--- src/rtl/jtag_user_seq_if.sv ---
// Purpose: command/response and USER1/USER2 signal bundle for jtag_user_seq.
// Latency: n/a (wires only).
// Backpressure: cmd_valid/cmd_ready handshake; rsp_valid is a one-cycle pulse with no ready.
// Ports: cmd_* command request, rsp_* completion, sel/capture/shift/update/tdi/tdo 1 and 2.
interface jtag_user_seq_if #(
  parameter int IR_LEN = 8,
  parameter int DR_MAX = 32,
  parameter int LW     = 6
);
  logic              cmd_valid;
  logic              cmd_ready;
  logic [IR_LEN-1:0] cmd_func;
  logic              cmd_skip_ir;
  logic [LW-1:0]     cmd_len;
  logic [DR_MAX-1:0] cmd_data;

  logic              rsp_valid;
  logic [DR_MAX-1:0] rsp_data;
  logic [IR_LEN-1:0] rsp_ir;

  logic sel1, capture1, shift1, update1, tdi1, tdo1;
  logic sel2, capture2, shift2, update2, tdi2, tdo2;

  // Command issuer / USER-register side.
  modport master (
    output cmd_valid, cmd_func, cmd_skip_ir, cmd_len, cmd_data, tdo1, tdo2,
    input  cmd_ready, rsp_valid, rsp_data, rsp_ir,
    input  sel1, capture1, shift1, update1, tdi1,
    input  sel2, capture2, shift2, update2, tdi2
  );

  // Sequencer side.
  modport slave (
    input  cmd_valid, cmd_func, cmd_skip_ir, cmd_len, cmd_data, tdo1, tdo2,
    output cmd_ready, rsp_valid, rsp_data, rsp_ir,
    output sel1, capture1, shift1, update1, tdi1,
    output sel2, capture2, shift2, update2, tdi2
  );
endinterface

--- src/rtl/jtag_user_seq.sv ---
// Purpose: sequences USER1 (function code) and USER2 (data) shifts from a parallel command.
// Latency: full IR_LEN+6+L cycles, skip-IR L+3, IR-only IR_LEN+3, skip-IR with LEN=0 1 cycle.
// Backpressure: cmd_ready only in IDLE/DONE; a command offered in DONE is taken with no bubble.
// Ports: clk_i (also acts as TCK), rst_ni async active-low, bus = jtag_user_seq_if.slave.
module jtag_user_seq #(
  parameter int IR_LEN = 8,
  parameter int DR_MAX = 32,
  parameter int LW     = 6
) (
  input  logic             clk_i,
  input  logic             rst_ni,
  jtag_user_seq_if.slave   bus
);

  typedef enum logic [3:0] {
    IDLE, IR_CAP, IR_SHIFT, IR_UPD, GAP, DR_CAP, DR_SHIFT, DR_UPD, DONE
  } state_e;

  localparam int CMAX = (IR_LEN > DR_MAX) ? IR_LEN : DR_MAX;
  localparam int CW   = $clog2(CMAX);
  localparam logic [31:0] IR_LAST  = IR_LEN - 1;
  localparam logic [31:0] DR_MAX_U = DR_MAX;

  state_e            state_q, state_d;
  logic [CW-1:0]     cnt_q, cnt_d;
  logic [IR_LEN-1:0] func_q, func_d;
  logic              skip_q, skip_d;
  logic [LW-1:0]     len_q, len_d;
  logic [DR_MAX-1:0] data_q, data_d;
  // Capture shadows; they only reach rsp_* on entry to DONE so the
  // previous response stays stable while the next command is shifting.
  logic [IR_LEN-1:0] ir_sh_q, ir_sh_d;
  logic [DR_MAX-1:0] dr_sh_q, dr_sh_d;

  logic              ready_q, ready_d;
  logic              rsp_valid_q, rsp_valid_d;
  logic [DR_MAX-1:0] rsp_data_q, rsp_data_d;
  logic [IR_LEN-1:0] rsp_ir_q, rsp_ir_d;
  logic sel1_q, cap1_q, shift1_q, upd1_q, tdi1_q;
  logic sel1_d, cap1_d, shift1_d, upd1_d, tdi1_d;
  logic sel2_q, cap2_q, shift2_q, upd2_q, tdi2_q;
  logic sel2_d, cap2_d, shift2_d, upd2_d, tdi2_d;

  logic        accept;
  logic [31:0] dr_len;

  // Next-state and next-output logic. Outputs are derived from the state
  // being entered so every pin comes straight off a flop.
  always_comb begin
    state_d = state_q;
    cnt_d   = cnt_q;
    func_d  = func_q;
    skip_d  = skip_q;
    len_d   = len_q;
    data_d  = data_q;
    ir_sh_d = ir_sh_q;
    dr_sh_d = dr_sh_q;
    accept  = bus.cmd_valid && ready_q;
    // Oversized lengths are clamped to the width of the data register.
    dr_len  = (32'(len_q) > DR_MAX_U) ? DR_MAX_U : 32'(len_q);

    case (state_q)
      IDLE, DONE: begin
        state_d = IDLE;
        if (accept) begin
          func_d  = bus.cmd_func;
          skip_d  = bus.cmd_skip_ir;
          len_d   = bus.cmd_len;
          data_d  = bus.cmd_data;
          cnt_d   = '0;
          ir_sh_d = '0;
          dr_sh_d = '0;
          if (!bus.cmd_skip_ir)        state_d = IR_CAP;
          else if (bus.cmd_len != '0)  state_d = DR_CAP;
          else                         state_d = DONE;
        end
      end
      IR_CAP: begin
        state_d = IR_SHIFT;
        cnt_d   = '0;
      end
      IR_SHIFT: begin
        ir_sh_d = ir_sh_q | (IR_LEN'(bus.tdo1) << cnt_q);
        if (32'(cnt_q) == IR_LAST) begin
          state_d = IR_UPD;
          cnt_d   = '0;
        end else begin
          cnt_d = cnt_q + CW'(1);
        end
      end
      IR_UPD:  state_d = (len_q != '0) ? GAP : DONE;
      GAP:     state_d = DR_CAP;
      DR_CAP: begin
        state_d = DR_SHIFT;
        cnt_d   = '0;
      end
      DR_SHIFT: begin
        dr_sh_d = dr_sh_q | (DR_MAX'(bus.tdo2) << cnt_q);
        if (32'(cnt_q) == dr_len - 32'd1) begin
          state_d = DR_UPD;
          cnt_d   = '0;
        end else begin
          cnt_d = cnt_q + CW'(1);
        end
      end
      DR_UPD:  state_d = DONE;
      default: state_d = IDLE;
    endcase

    ready_d     = (state_d == IDLE) || (state_d == DONE);
    rsp_valid_d = (state_d == DONE);

    sel1_d   = (state_d == IR_CAP) || (state_d == IR_SHIFT) || (state_d == IR_UPD);
    cap1_d   = (state_d == IR_CAP);
    shift1_d = (state_d == IR_SHIFT);
    upd1_d   = (state_d == IR_UPD);
    tdi1_d   = shift1_d && (|((func_d >> cnt_d) & IR_LEN'(1)));

    sel2_d   = (state_d == DR_CAP) || (state_d == DR_SHIFT) || (state_d == DR_UPD);
    cap2_d   = (state_d == DR_CAP);
    shift2_d = (state_d == DR_SHIFT);
    upd2_d   = (state_d == DR_UPD);
    tdi2_d   = shift2_d && (|((data_d >> cnt_d) & DR_MAX'(1)));

    rsp_data_d = rsp_data_q;
    rsp_ir_d   = rsp_ir_q;
    if (state_d == DONE) begin
      if (!skip_d) rsp_ir_d = ir_sh_d;
      rsp_data_d = (len_d == '0) ? '0 : dr_sh_d;
    end
  end

  always_ff @(posedge clk_i or negedge rst_ni) begin
    if (!rst_ni) begin
      state_q     <= IDLE;
      cnt_q       <= '0;
      func_q      <= '0;
      skip_q      <= 1'b0;
      len_q       <= '0;
      data_q      <= '0;
      ir_sh_q     <= '0;
      dr_sh_q     <= '0;
      ready_q     <= 1'b1;
      rsp_valid_q <= 1'b0;
      rsp_data_q  <= '0;
      rsp_ir_q    <= '0;
      sel1_q      <= 1'b0;
      cap1_q      <= 1'b0;
      shift1_q    <= 1'b0;
      upd1_q      <= 1'b0;
      tdi1_q      <= 1'b0;
      sel2_q      <= 1'b0;
      cap2_q      <= 1'b0;
      shift2_q    <= 1'b0;
      upd2_q      <= 1'b0;
      tdi2_q      <= 1'b0;
    end else begin
      state_q     <= state_d;
      cnt_q       <= cnt_d;
      func_q      <= func_d;
      skip_q      <= skip_d;
      len_q       <= len_d;
      data_q      <= data_d;
      ir_sh_q     <= ir_sh_d;
      dr_sh_q     <= dr_sh_d;
      ready_q     <= ready_d;
      rsp_valid_q <= rsp_valid_d;
      rsp_data_q  <= rsp_data_d;
      rsp_ir_q    <= rsp_ir_d;
      sel1_q      <= sel1_d;
      cap1_q      <= cap1_d;
      shift1_q    <= shift1_d;
      upd1_q      <= upd1_d;
      tdi1_q      <= tdi1_d;
      sel2_q      <= sel2_d;
      cap2_q      <= cap2_d;
      shift2_q    <= shift2_d;
      upd2_q      <= upd2_d;
      tdi2_q      <= tdi2_d;
    end
  end

  assign bus.cmd_ready = ready_q;
  assign bus.rsp_valid = rsp_valid_q;
  assign bus.rsp_data  = rsp_data_q;
  assign bus.rsp_ir    = rsp_ir_q;
  assign bus.sel1      = sel1_q;
  assign bus.capture1  = cap1_q;
  assign bus.shift1    = shift1_q;
  assign bus.update1   = upd1_q;
  assign bus.tdi1      = tdi1_q;
  assign bus.sel2      = sel2_q;
  assign bus.capture2  = cap2_q;
  assign bus.shift2    = shift2_q;
  assign bus.update2   = upd2_q;
  assign bus.tdi2      = tdi2_q;

endmodule

--- src/flat_wrapper.sv ---
// flat-port wrapper written by rule: the top's interface ports become plain ports
module jtag_user_seq_flat 
#(
  parameter int IR_LEN = 8,
  parameter int DR_MAX = 32,
  parameter int LW     = 6
)
  (clk_i, rst_ni, bus_cmd_valid, bus_cmd_func, bus_cmd_skip_ir, bus_cmd_len, bus_cmd_data, bus_tdo1, bus_tdo2, bus_cmd_ready, bus_rsp_valid, bus_rsp_data, bus_rsp_ir, bus_sel1, bus_capture1, bus_shift1, bus_update1, bus_tdi1, bus_sel2, bus_capture2, bus_shift2, bus_update2, bus_tdi2);
  jtag_user_seq_if #(.IR_LEN(IR_LEN), .DR_MAX(DR_MAX), .LW(LW)) bus_i ();
  input  logic clk_i;
  input  logic rst_ni;
  input wire logic [$bits(bus_i.cmd_valid)-1:0] bus_cmd_valid;
  input wire logic [$bits(bus_i.cmd_func)-1:0] bus_cmd_func;
  input wire logic [$bits(bus_i.cmd_skip_ir)-1:0] bus_cmd_skip_ir;
  input wire logic [$bits(bus_i.cmd_len)-1:0] bus_cmd_len;
  input wire logic [$bits(bus_i.cmd_data)-1:0] bus_cmd_data;
  input wire logic [$bits(bus_i.tdo1)-1:0] bus_tdo1;
  input wire logic [$bits(bus_i.tdo2)-1:0] bus_tdo2;
  output wire logic [$bits(bus_i.cmd_ready)-1:0] bus_cmd_ready;
  output wire logic [$bits(bus_i.rsp_valid)-1:0] bus_rsp_valid;
  output wire logic [$bits(bus_i.rsp_data)-1:0] bus_rsp_data;
  output wire logic [$bits(bus_i.rsp_ir)-1:0] bus_rsp_ir;
  output wire logic [$bits(bus_i.sel1)-1:0] bus_sel1;
  output wire logic [$bits(bus_i.capture1)-1:0] bus_capture1;
  output wire logic [$bits(bus_i.shift1)-1:0] bus_shift1;
  output wire logic [$bits(bus_i.update1)-1:0] bus_update1;
  output wire logic [$bits(bus_i.tdi1)-1:0] bus_tdi1;
  output wire logic [$bits(bus_i.sel2)-1:0] bus_sel2;
  output wire logic [$bits(bus_i.capture2)-1:0] bus_capture2;
  output wire logic [$bits(bus_i.shift2)-1:0] bus_shift2;
  output wire logic [$bits(bus_i.update2)-1:0] bus_update2;
  output wire logic [$bits(bus_i.tdi2)-1:0] bus_tdi2;
  assign bus_i.cmd_valid = bus_cmd_valid;
  assign bus_i.cmd_func = bus_cmd_func;
  assign bus_i.cmd_skip_ir = bus_cmd_skip_ir;
  assign bus_i.cmd_len = bus_cmd_len;
  assign bus_i.cmd_data = bus_cmd_data;
  assign bus_i.tdo1 = bus_tdo1;
  assign bus_i.tdo2 = bus_tdo2;
  assign bus_cmd_ready = bus_i.cmd_ready;
  assign bus_rsp_valid = bus_i.rsp_valid;
  assign bus_rsp_data = bus_i.rsp_data;
  assign bus_rsp_ir = bus_i.rsp_ir;
  assign bus_sel1 = bus_i.sel1;
  assign bus_capture1 = bus_i.capture1;
  assign bus_shift1 = bus_i.shift1;
  assign bus_update1 = bus_i.update1;
  assign bus_tdi1 = bus_i.tdi1;
  assign bus_sel2 = bus_i.sel2;
  assign bus_capture2 = bus_i.capture2;
  assign bus_shift2 = bus_i.shift2;
  assign bus_update2 = bus_i.update2;
  assign bus_tdi2 = bus_i.tdi2;
  jtag_user_seq #(.IR_LEN(IR_LEN), .DR_MAX(DR_MAX), .LW(LW)) u_core (.clk_i(clk_i), .rst_ni(rst_ni), .bus(bus_i));
endmodule
--- config.mk ---
export PLATFORM = sky130hd
export DESIGN_NAME = jtag_user_seq_flat
export DESIGN_NICKNAME = d
export VERILOG_FILES = /design/src/rtl/jtag_user_seq_if.sv /design/src/rtl/jtag_user_seq.sv /design/src/flat_wrapper.sv
export SDC_FILE = /design/constraint.sdc
export NUM_CORES = 1
export LEC_CHECK = 0
export CAP_MARGIN = 0
export CORE_AREA = 2 2 122 124
export CTS_BUF_LIST = sky130_fd_sc_hd__clkbuf_2 sky130_fd_sc_hd__clkbuf_4 sky130_fd_sc_hd__clkbuf_8
export DETAILED_ROUTE_END_ITERATION = 12
export DIE_AREA = 0 0 124 126
export HOLD_SLACK_MARGIN = 0.12
export PLACE_DENSITY = 0.68
export SLEW_MARGIN = 10
export SYNTH_ARGS = -nofsm -noshare
export SYNTH_HDL_FRONTEND = slang
export SYNTH_SLANG_ARGS = --single-unit
--- constraint.sdc ---
create_clock -name clk_i -period 3.4 [get_ports clk_i]
set_input_delay 0.51 -clock clk_i [delete_from_list [all_inputs] [get_ports clk_i]]
set_output_delay 0.51 -clock clk_i [all_outputs]
set_load 0.005 [all_outputs]
After elaboration in Yosys (flattened, before gate mapping)
Index checks and enable logic that the tools add are counted.
{"block": "word_totals", "rom_bits": 0, "output_inout_bits": 52, "latchBits": 0, "memories": 0, "word_cells": 90, "ramBits": 0, "register_bits": 148}
{"block": "classes", "reduce_logical": 16, "mux": 25, "add_sub_neg": 2, "div_mod_pow": 0, "n_lt_le_gt_ge": 1, "n_eq_ne": 17, "bitwise": 3, "multipliers": 0, "n_shift": 4}
{"cell": "$mux W32", "count": 4}
{"cell": "$pmux W32 S2", "count": 1}
{"cell": "$eq A5 B32 Y1", "count": 1}
{"cell": "$or A32 B32 Y32", "count": 1}
{"cell": "$pmux W4 S8", "count": 1}
{"cell": "$shl A1 B5 Y32", "count": 1}
{"cell": "$shr A32 B5 Y1", "count": 1}
{"cell": "$sub A32 B1 Y32 const B", "count": 1}
{"cell": "$eq A4 B3 Y1 const B", "count": 7}
{"cell": "$mux W4", "count": 6}
{"cell": "$mux W8", "count": 3}
{"cell": "$pmux W5 S4", "count": 1}
{"cell": "$mux W6", "count": 3}
{"cell": "$eq A4 B2 Y1 const B", "count": 4}
{"cell": "$pmux W8 S2", "count": 1}
{"cell": "$mux W5", "count": 3}
{"cell": "$reduce_bool A6 Y1", "count": 2}
{"cell": "$eq A4 B1 Y1 const B", "count": 2}
{"cell": "$eq A4 B4 Y1 const B", "count": 2}
{"cell": "$logic_not A4 Y1", "count": 2}
{"cell": "$or A8 B8 Y8", "count": 1}
{"cell": "$shl A1 B5 Y8", "count": 1}
{"cell": "$shr A8 B5 Y1", "count": 1}
{"cell": "$gt A6 B6 Y1 const B", "count": 1}
{"cell": "other kinds (9)", "count": 17}

Longest topological paths before layout
{"block": "depth", "ltp_word": 9, "mapped_depth": 16, "ltp_nobuf": 14}

Worst setup path after synthesis
OpenSTA, ideal clock, no wires.
{"block": "synth_path", "path_kind": "register to register", "startpoint": "register u_core.len_q[2]", "endpoint": "register u_core.tdi2_q (netlist: u_core.bus.tdi2)", "slack_ps": 337, "stages_incl_launch_ff": 16, "arrival_time_ps": 2968, "period_less_slack_ps": 3063, "n_path_buf": 2, "required_ps": 3304, "path_cell_list": "dfrtp_1 or4_1 o21ai_0 ha_1 nor3b_1 and4_1 nand4_4 o21ai_2 and2_4 buf_6 clkinv_4 buf_12 mux2i_1 mux2_2 a32o_1 nor4_2"}
{"block": "synth_between", "elab_chain_cells": 8}
{"element": "start, declared", "line": "jtag_user_seq.sv:28", "rtl": "logic [LW-1:0] len_q, len_d;"}
{"element": "start signal, assigned", "line": "jtag_user_seq.sv:162", "rtl": "len_q <= len_d;"}
{"element": "$gt A6 B6 Y1", "line": "jtag_user_seq.sv:60", "rtl": "dr_len = (32'(len_q) > DR_MAX_U) ? DR_MAX_U : 32'(len_q);"}
{"element": "$mux W6 *", "line": "jtag_user_seq.sv:60"}
{"element": "$sub A32 B1 Y32 *", "line": "jtag_user_seq.sv:99", "rtl": "if (32'(cnt_q) == dr_len - 32'd1) begin"}
{"element": "$eq A5 B32 Y1 *", "line": "jtag_user_seq.sv:99"}
{"element": "$mux W5 *", "line": "jtag_user_seq.sv:99"}
{"element": "$pmux W5 S4 *", "line": "jtag_user_seq.sv:62", "rtl": "case (state_q)"}
{"element": "net u_core.cnt_d[2]", "line": "jtag_user_seq.sv:25", "rtl": "logic [CW-1:0] cnt_q, cnt_d;"}
{"element": "$shr A32 B5 Y1 *", "line": "jtag_user_seq.sv:123", "rtl": "tdi2_d = shift2_d && (|((data_d >> cnt_d) & DR_MAX'(1)));"}
{"element": "$logic_and A1 B1 Y1 *", "line": "jtag_user_seq.sv:123"}
{"element": "net u_core.tdi2_d", "line": "jtag_user_seq.sv:42", "rtl": "logic sel2_d, cap2_d, shift2_d, upd2_d, tdi2_d;"}
{"element": "end signal, assigned", "line": "jtag_user_seq.sv:179", "rtl": "tdi2_q <= tdi2_d;"}
{"element": "end, declared", "line": "jtag_user_seq.sv:41", "rtl": "logic sel2_q, cap2_q, shift2_q, upd2_q, tdi2_q;"}
Mark *: on every way through the listed nets, which the timed path passes. The rest lies on a longest branch.
A chain may end at the register's enable or synchronous reset.

Final worst setup path
{"block": "layout_path", "startpoint": "register u_core.len_q[5]", "endpoint": "register u_core.tdi2_q (netlist: u_core.bus.tdi2)"}
{"block": "layout_between", "elab_chain_cells": 8}
{"element": "$gt A6 B6 Y1", "line": "jtag_user_seq.sv:60"}
{"element": "$mux W6", "line": "jtag_user_seq.sv:60"}
{"element": "$sub A32 B1 Y32", "line": "jtag_user_seq.sv:99"}
{"element": "$eq A5 B32 Y1", "line": "jtag_user_seq.sv:99"}
{"element": "$mux W5 or $mux W4 (tied branches)", "line": "jtag_user_seq.sv:99"}
{"element": "$pmux W5 S4 or $pmux W4 S8 (tied branches)", "line": "jtag_user_seq.sv:62"}
{"element": "$shr A32 B5 Y1 or $eq A4 B3 Y1 (tied branches)", "line": "jtag_user_seq.sv:123, jtag_user_seq.sv:121"}
{"element": "$logic_and A1 B1 Y1 *", "line": "jtag_user_seq.sv:123"}
{"element": "net u_core.tdi2_d", "line": "jtag_user_seq.sv:42"}
Marks and branches as above.

==> summary.log <==
INFO  placement      detailedPlacementHpwl=10.42mm
INFO  pwr            pwr-share-clk=21.5%
INFO  cts            cts_hold_buf=0
INFO  worst_setup_path slowest_stage=mux4_2
INFO  timing         max-slew-margin-rel=46.60%
INFO  run_status     outcome=finished clean
INFO  timing         timing.fmax=314.7MHz
INFO  global_route   globalRoute.totalOverflow=0
INFO  timing         rsz0062_at_grt=false
INFO  placement      port_buffers=103
INFO  worst_setup_path timing.setup.critical_path_class=flip-flop to flip-flop
INFO  timing         skew=0.008268ns
INFO  worst_setup_path worst_setup_path_end_kind=flip-flop
INFO  die            dieWidth=124um
INFO  yosys          main_area_contributors_after_synthesis=dfrtp_1 (58%), nand2_1 (10%), a22o_1 (7.8%)
INFO  cts            clock_tree.htree_level_count=4
INFO  timing         fin_tns_setup=0ns
INFO  detailed_routing drt_iter0_markers=335
INFO  detailed_routing final_wirelength=14.57mm
INFO  pwr            net-switching-power=2.307mW
INFO  yosys          seq_area_frac_synth=58.76%
INFO  yosys          synth_cells=600
INFO  yosys          dominantRegCellSynth=dfrtp_1
INFO  worst_setup_path worst_path_required_time=3.75ns
INFO  timing         final_hold_viol_count=0
INFO  yosys          async_reset_ff_share=100.0%
INFO  die            die_height=126um
INFO  worst_setup_path critical-path-max-stage-delay=0.51ns
INFO  die            die_area=15620um2
INFO  die            design.core.area=14310um2
INFO  pwr            fin_total_pwr=6.495mW
INFO  yosys          avg_cell_area_syn=10.51um2
INFO  cts            post-cts-setup-buffers=0
INFO  timing         holdWs=0.1140ns
INFO  yosys          syn-num-nets=655
INFO  worst_setup_path cp_cell_instances=inv_1 -> nand2_1 -> ha_1 -> or4b_1 -> o211ai_2 -> xnor2_1 -> nand4_4 -> o21ai_2 -> and2_4 -> mux4_2 -> mux2i_1 -> and3_1 -> nor4_2
INFO  yosys          ys_types=54
INFO  cts            cts_buffers=17
INFO  detailed_routing drt-vias-per-instance=5.236
INFO  pwr            combinational_fraction_of_design_power=38.8%
INFO  detailed_routing post_drt_wl_per_cell=16.23um
INFO  detailed_routing drc=0
INFO  yosys          synth.top_cell.area_share=58.34%
INFO  die            io-pin-count=104
INFO  timing         final_min_period=3.178ns
INFO  worst_setup_path worst-endpoint-arrival=3.52ns
INFO  final_layout   fin_nets=757
INFO  cts            ctsRootBufferMaster=clkbuf_8
INFO  flow_run       drv_cap=0
INFO  timing         finalSetupViolations=0
INFO  die            initial_core_util=44.05%
INFO  die            standard_cell_rows=44
INFO  yosys          yosys_warnings=0
INFO  timing         period_share=93.46%
INFO  global_route   number_of_antenna_violations_at_the_first_check_in_global_routing=0
INFO  yosys          number_of_enable_flip_flop_cells_after_synthesis=0
INFO  cts            clock_tree_from_tritoncts=yes
INFO  final_layout   antenna_cells=0
INFO  pwr            power.density_cell_area=814.0nW/um2
INFO  worst_setup_path cp_max_fo=7
INFO  pwr            power_leakage=3.765nW
INFO  yosys          netlist.top_cell.by_area=dfrtp_1
INFO  detailed_routing detail-route-antenna-nets=0
INFO  timing         timing_max_transition_violations_final=0
INFO  cts            clock_insertion_delay_worst_skew=0.46ns
INFO  final_layout   post_route_cells_drive_above_1_share=10.50%
INFO  cts            post_cts_resized=0
INFO  detailed_routing num_vias=4702
INFO  pwr            power.switching_fraction=35.52%
INFO  detailed_routing drt_pre_antenna_iters=5
INFO  cts            clockBufferDepth=2
INFO  global_route   wire_length_of_the_first_global_routing_pass=23.94mm
INFO  global_route   vias_in_the_first_global_route=4792
INFO  final_layout   area_growth_syn_to_layout=26.55%
INFO  yosys          syn_area=6305um2
INFO  hold_path      worstHoldPathType=primary input to asynchronous set/reset pin
INFO  yosys          synth_seq_cells=148
INFO  pwr            pwr-share-seq=39.7%
INFO  cts            cts.reportedPaths.clkPinSlew=0.08ns
INFO  timing         tightestPinTransition=0.8011ns
INFO  cts            cts_sinks=148
INFO  pwr            worst_ir_drop_vdd=341.8uV
INFO  placement      gpl.final_weighted_congestion=0.8333
INFO  global_route   grt.total_usage=19.91%
INFO  worst_setup_path worst_setup_path_start_kind=flip-flop
INFO  pwr            internal_power=4.188mW
INFO  worst_setup_path worst_reg2reg_setup_slack=0.22ns
INFO  global_route   grt_start_max_net_pins=91
==> cells by family after synthesis <==
family / share of synthesized area, %
AOI/OAI and AO/OA: 12.64
xor gates and xnor gates: 1.111
adders and majority gates: 0.5954
buffers and inverters: 3.354
DFF: 58.76
muxes: 4.584
and+or+nand+nor: 18.95
==> synth_stat cells (all sizes together) (7+ instances only) <==
library cell	n
nor3b	9
mux2	11
nor2	28
dfrtp	147
a22o	56
nand2	168
and3	9
o21ai	27
nor3	10
nand2b	10
clkbuf	21
mux2i	12
nand3	7
buf	11
inv	13
==> worst paths after layout <==
check                                      start                   end  depth (start not counted)
worst max-delay path             u_core.len_q[5]       u_core.bus.tdi2                         13
worst min-delay path                      rst_ni  u_core.bus.rsp_valid                          1
worst max register to register   u_core.len_q[5]       u_core.bus.tdi2                         13
worst min register to register  u_core.func_q[5]      u_core.func_q[5]                          2
max in group asynchronous                 rst_ni     u_core.dr_sh_q[6]                          2
min in group clk_i              u_core.func_q[5]      u_core.func_q[5]                          2
==> stage by stage <==
stage               util [%]  instances  setup slack (ns)  cell area, um2
CTS                    55.60        898           0.09080            7959
global route           55.74        898          0.007923            7979
floorplan                  -        600            0.3368            6305
detailed placement     52.72        867            0.1070            7546
global placement       52.72        867            0.1957            7546
finish                 55.74        898            0.2223            7979
==> worst max-delay path, delay by kind of cell, from the launching register on <==
family / cells / cell delay (ns)
adders and majority gates: 1 / 0.24
muxes: 2 / 0.65
AOI/OAI and AO/OA: 2 / 0.21
buffers and inverters: 1 / 0.13
and+or+nand+nor: 6 / 1.23
xor gates and xnor gates: 1 / 0.20
DFF: 1 / 0.42
==> metal layers <==
layer | track usage, % | up-vias | part of all wire (%)
li1 | - | 2271 | -
met1 | 26.27 | 2273 | 45
met2 | 31.48 | 140 | 48
met3 | 5.208 | 18 | 5.6
met4 | 7.667 | 0 | 1.2
met5 | 0 | - | 0
==> state kept, by name, indices dropped and copies added (netlist names), 4 cells and up <==
register and count:
u_core.bus.rsp_data 32, u_core.bus.rsp_ir 8, u_core.cnt_q 5, u_core.data_q 32, u_core.dr_sh_q 32, u_core.func_q 8, u_core.ir_sh_q 8, u_core.len_q 6
u_core.state_q 4
==> placed cells by master, fill, tap and decap left out, types with 3 or more instances in the layout <==
master,count
o22ai_1,3
nand2b_1,10
mux2i_1,12
dfrtp_1,147
nand3_1,6
ha_1,3
buf_4,9
mux2_2,11
a21oi_1,6
nor3b_1,9
or3_1,5
a22o_1,55
nor3_1,10
nor4_1,3
nor2_1,28
inv_1,12
xor2_1,3
clkdlybuf4s50_1,102
clkinv_2,4
and3_1,9
xnor2_1,5
a31oi_1,3
clkbuf_8,23
o21ai_0,24
nand2_1,167
==> final cells by class <==
type | count | area, um2
tap | 184 | 230.2
timing repair buffer | 115 | 1151
clock inverter | 8 | 96.34
clock buffer | 23 | 316.6
fill | 1280 | 6335
multi-input combinational | 406 | 2420
inverter | 14 | 60.06
sequential | 148 | 3705
==> power by group through the flow <==
stage	Combinational, mW	Clock [mW]	Sequential (mW)
CTS	2.50	1.42	2.58
finish	2.52	1.40	2.58
detailed placement	2.49	0	2.61
floorplan	1.74	0	2.49
global placement	2.45	0	2.59
global route	2.81	1.51	2.64
Note: power is estimated with default switching activity, not from simulation.
